File: src/rtl/fft_bitrev_stream.sv
// Streaming bit-reversal reorder buffer: natural-order complex samples in, each
// N-sample frame out in bit-reversed order, ping-ponging between two banks.
module fft_bitrev_stream #(
  parameter int N          = 16,
  parameter int DATA_WIDTH = 16
) (
  input  logic                    clk,
  input  logic                    rst_n,
  input  logic [2*DATA_WIDTH-1:0] s_data,
  input  logic                    s_valid,
  output logic                    s_ready,
  output logic [2*DATA_WIDTH-1:0] m_data,
  output logic                    m_valid,
  input  logic                    m_ready,
  output logic                    m_last,
  output logic [$clog2(N)-1:0]    m_index
);
  localparam int AW = $clog2(N);
  localparam int SW = 2*DATA_WIDTH;
  localparam logic [AW-1:0] CNT_LAST = AW'(N-1);

  logic [1:0][N-1:0][SW-1:0] bank_q, bank_d;
  logic [1:0]                full_q, full_d;
  logic                      wr_bank_q, wr_bank_d;
  logic                      rd_bank_q, rd_bank_d;
  logic [AW-1:0]             wr_cnt_q, wr_cnt_d;
  logic [AW-1:0]             rd_cnt_q, rd_cnt_d;
  logic [AW-1:0]             rd_addr;
  logic                      wr_fire, rd_fire;

  function automatic logic [AW-1:0] bitrev(input logic [AW-1:0] a);
    logic [AW-1:0] r;
    for (int i = 0; i < AW; i++) r[i] = a[AW-1-i];
    return r;
  endfunction

  // Handshake flags depend on state only, so no input-to-output combinational path.
  assign s_ready = !full_q[wr_bank_q];
  assign m_valid = full_q[rd_bank_q];
  assign rd_addr = bitrev(rd_cnt_q);
  assign m_data  = bank_q[rd_bank_q][rd_addr];
  assign m_index = rd_cnt_q;
  assign m_last  = m_valid && (rd_cnt_q == CNT_LAST);

  assign wr_fire = s_valid && s_ready;
  assign rd_fire = m_valid && m_ready;

  always_comb begin
    bank_d    = bank_q;
    full_d    = full_q;
    wr_bank_d = wr_bank_q;
    rd_bank_d = rd_bank_q;
    wr_cnt_d  = wr_cnt_q;
    rd_cnt_d  = rd_cnt_q;

    // The write bank is never full when written, so set and clear below
    // always land on different full bits.
    if (wr_fire) begin
      bank_d[wr_bank_q][wr_cnt_q] = s_data;
      if (wr_cnt_q == CNT_LAST) begin
        full_d[wr_bank_q] = 1'b1;
        wr_cnt_d          = '0;
        wr_bank_d         = !wr_bank_q;
      end else begin
        wr_cnt_d = wr_cnt_q + AW'(1);
      end
    end

    if (rd_fire) begin
      if (rd_cnt_q == CNT_LAST) begin
        full_d[rd_bank_q] = 1'b0;
        rd_cnt_d          = '0;
        rd_bank_d         = !rd_bank_q;
      end else begin
        rd_cnt_d = rd_cnt_q + AW'(1);
      end
    end
  end

  always_ff @(posedge clk) begin
    if (!rst_n) begin
      bank_q    <= '0;
      full_q    <= '0;
      wr_bank_q <= 1'b0;
      rd_bank_q <= 1'b0;
      wr_cnt_q  <= '0;
      rd_cnt_q  <= '0;
    end else begin
      bank_q    <= bank_d;
      full_q    <= full_d;
      wr_bank_q <= wr_bank_d;
      rd_bank_q <= rd_bank_d;
      wr_cnt_q  <= wr_cnt_d;
      rd_cnt_q  <= rd_cnt_d;
    end
  end

endmodule

File: config.mk
export PLATFORM = sky130hd
export DESIGN_NAME = fft_bitrev_stream
export DESIGN_NICKNAME = d
export VERILOG_FILES = /design/src/rtl/fft_bitrev_stream.sv
export SDC_FILE = /design/constraint.sdc
export NUM_CORES = 2
export LEC_CHECK = 0
export CORE_ASPECT_RATIO = 1.1
export CORE_MARGIN = 5
export CORE_UTILIZATION = 60
export DETAILED_ROUTE_END_ITERATION = 6
export GPL_TIMING_DRIVEN = 0
export PLACE_DENSITY = 0.77
export SLEW_MARGIN = 10
export SYNTH_ARGS = -nofsm -noshare
export SYNTH_HDL_FRONTEND = slang
export SYNTH_SLANG_ARGS = --single-unit
export TNS_END_PERCENT = 1
File: constraint.sdc
create_clock -name clk -period 5.5 [get_ports clk]
set_input_delay 1.1 -clock clk [delete_from_list [all_inputs] [get_ports clk]]
set_output_delay 1.1 -clock clk [all_outputs]
set_load 0.01 [all_outputs]
==> summary.txt <==
Run status
  – Status: finished, violations left
  – Failing checks: setup timing

STA
  – Hold Violations, Final: 0
  – Final Skew: roughly 26 ps
  – Final critical-path share of the clock period: 101.0%
  – Worst-Margin Slew: approximately 1200 ps
  – Top achievable clock speed: about 180 MHz
  – Tmin final: between 5000 and 6000 ps
  – Max-Slew Margin vs Limit: between 10% and 20%
  – Hold Slack: 449.9 ps
  – Final setup margin: -52.61 ps
  – Final max-slew violation count: 0
  – Final Setup Violations: 1

Synth
  – Seq/Total Area, Yosys: between 40% and 50%
  – Synth Flop Type: dfxtp_1
  – Mapped Nets: between 5000 and 6000
  – Post-synthesis cell count: about 5800
  – Ys async rst share: 0%
  – Mapped Area: 0.04745 sq mm
  – EDFF count, synth: 0
  – Warnings from Yosys: 0
  – Avg Cell Area, Syn: between 8 and 9 sq um
  – Synth cell types: 41
  – Flops & latches, synth: slightly above 1000

Route
  – WL/cell: between 20 and 25 microns
  – Via density: 6.101
  – Final ANT Viol Nets: 0
  – DRT iter0 DRCs: ~5200
  – Final wirelength: 167.7 mm
  – Drt first pass iters: 7
  – # DRC: 0
  – Routed vias: roughly 44000

Die
  – Core region area: 0.07865 sq mm
  – Full die area: around 0.085 sq mm
  – Rows: 108
  – Initial Util: 60.34%
  – Overall die width: roughly 280 microns
  – IO Count: 75
  – Die H: roughly 300 microns

Critical path
  – Reg2Reg Setup Slack: 2630 ps
  – CP Capture Type: output port
  – Crit path top cell by count: nand3_1
  – Critical R2R Capture: bank_q[730]$_SDFFE_PN0P_
  – Crit path cell chain: and2_1 > clkbuf_1 > buf_2 > buf_1 > a22oi_1 > nand3_1 > nand3_1 > clkdlybuf4s50_1
  – Startpoint types: flop
  – Reg-to-Reg Start: wr_cnt_q[0]$_SDFFE_PN0P_
  – Crit-path slowest cell: buf_1
  – CP Buf/Inv Count: 4
  – R2R cell count: 7
  – Critical path arrival: around 4500 ps
  – Critical path class: flop to output port
  – Largest delay share family, worst path: buffers and inverters
  – CP required: ~4400 ps
  – Worst path max stage delay: about 830 ps
  – Max FO, Critical Path: 10

Place
  – Worst slack at placement: 563.4 ps
  – Dpl cells: around 6900
  – GP Congestion: just over 1
  – Instance area at placement: just under 0.05 sq mm
  – Port bufs: 73
  – Dpl hpwl: roughly 130 mm

Pwr
  – Cell area power density: 298.9 mW/mm^2
  – Static leakage: 17.06 nW
  – VDD IR-drop max: roughly 260 uV

Finish
  – Cell Count, Final, Fillers Out: approximately 7000
  – Most common library cell in the layout ignoring fill and taps: nand2_1
  – Commonest non-fill, non-tap cells in the layout: nand2_1 (2162), dfxtp_1 (1036), a21boi_0 (539)
  – Layout cells sized above 1: around 6.6%
  – Cell area after layout: about 0.053 sq mm
  – Final layout net count: between 6000 and 7000
  – Fillers: between 6000 and 7000
  – Area growth syn-to-layout: 11.96%

CTS
  – Skew-Pair Late Insertion Delay: roughly 690 ps
  – CTS buffer count: about 100
  – Clock tree sinks: 1036
  – CTS root buf: clkbuf_16
  – CTS tree: done
  – CTS clk-pin slew, worst paths: approximately 60 ps
  – Htree depth: 3
  – Clock Path Buffers: 3
  – CTS Hold Bufs: 0

GRT
  – Grt total ovfl: 0
  – Largest net degree at the start of global routing: 15
  – Vias in the first global route: approximately 40000
  – Initial antenna violation count: 10
  – Global-route usage over all layers: roughly 38%
  – First-pass GRT wire length: 247.0 mm

Flow run
  – Total of max-cap violations: 0

Min path
  – WHS Path Cells: 2
  – Worst min-delay path class: flop to flop
  – Hold Startpoint: bank_q[57]$_SDFFE_PN0P_
  – Hold endpoint: bank_q[57]$_SDFFE_PN0P_
==> layout make-up <==
| type | count | area (sq um) | share of cell area, % |
|---|---|---|---|
| clock buffer | 166 | 3263 | 6.142 |
| timing repair buffer | 73 | 730.7 | 1.375 |
| inverter | 3 | 11.26 | 0.02120 |
| buffer | 546 | 2360 | 4.442 |
| antenna | 12 | 30.03 | 0.05652 |
| clock inverter | 23 | 329.1 | 0.6194 |
| tap | 1045 | 1308 | 2.461 |
| multi-input combinational | 4233 | 24360 | 45.85 |
| sequential | 1036 | 20740 | 39.04 |
==> cell usage after synthesis (3+ instances only) <==
cell type / number / area share, %
nor3_4: 4 / 0.14
inv_1: 3 / 0.024
a21oi_1: 101 / 1.1
o21ai_0: 3 / 0.032
nor2b_1: 7 / 0.092
nand2b_1: 4 / 0.053
xnor2_1: 3 / 0.055
and3_1: 3 / 0.040
ha_1: 5 / 0.13
nor2_1: 6 / 0.047
buf_4: 17 / 0.27
mux2i_1: 514 / 11
nand4_1: 3 / 0.040
dfxtp_1: 1036 / 44
nand3_1: 119 / 1.3
a22oi_1: 96 / 1.5
and2_1: 10 / 0.13
a21boi_1: 487 / 7.7
nor3_2: 4 / 0.084
nand2_2: 6 / 0.079
nor2_2: 17 / 0.22
buf_1: 12 / 0.095
nor3_1: 33 / 0.35
a22o_1: 64 / 1.2
buf_2: 178 / 1.9
a31oi_1: 32 / 0.42
nand2_1: 2162 / 17
a21boi_0: 539 / 8.5
clkbuf_1: 338 / 2.7
==> tightest hold or removal path, delay by kind of cell, from the launching register on <==
kind	cells	cell delay (ps)
flops	1	310
simple gates	1	50
compound gates	1	50
==> registers in the layout, summed over array words and instances, names as in the netlist <==
| name | flops |
|---|---|
| rd_bank_q | 1 |
| wr_cnt_q | 4 |
| full_q | 2 |
| wr_bank_q | 1 |
| bank_q | 1024 |
| m_index | 4 |
==> where the power goes <==
part           switching (mW)  total [mW]  internal (mW)
Clock                    3.11        7.52           4.42
Sequential             0.0192        7.55           7.53
Combinational           0.558       0.803          0.244
==> worst max-delay path by stage <==
| stage | startpoint | to | slack [ps] | cells past startpoint |
|---|---|---|---|---|
| CTS | rd_bank_q$_SDFFE_PN0P_ | m_data[0] | 110 | 9 |
| detailed placement | m_index[2]$_SDFFE_PN0N_ | m_data[0] | 560 | 8 |
| floorplan | m_index[2]$_SDFFE_PN0N_ | m_data[10] | 2820 | 8 |
| finish | m_index[2]$_SDFFE_PN0N_ | m_data[0] | -50 | 8 |
| global placement | m_index[2]$_SDFFE_PN0N_ | m_data[0] | 610 | 8 |
| global route | m_index[2]$_SDFFE_PN0N_ | m_data[0] | -20 | 8 |
==> metrics by stage <==
step	power (mW)	util [%]	setup TNS [ps]
6_report	15.88	67.55	-52.61
5_1_grt	16.18	67.52	-19.97
4_1_cts	15.81	67.51	0
3_5_place_dp	8.493	62.93	0
3_3_place_gp	8.486	62.93	0
2_1_floorplan	8.106	-	0
==> logic make-up after synthesis <==
| kind of cell | synth area share [%] |
|---|---|
| mux | 10.87 |
| simple gates | 19.77 |
| xor+xnor | 0.07384 |
| compound gates | 20.49 |
| buf+inv | 4.962 |
| fa+ha+maj | 0.1318 |
| flops | 43.71 |
==> timing repair <==
item                                    in CTS  in global routing
buffers inserted                             0                  0
cloned                                       0                  0
resized for setup                            3                  1
endpoints found under the setup margin       1                  1
==> metal layers <==
| metal | GRT usage [%] | share of wire, % |
|---|---|---|
| met4 | 22.99 | 7.4 |
| met1 | 49.27 | 40 |
| met5 | 0 | 0.016 |
| met2 | 57.55 | 43 |
| met3 | 7.977 | 9.7 |
Note: power is estimated with default switching activity, not from simulation.
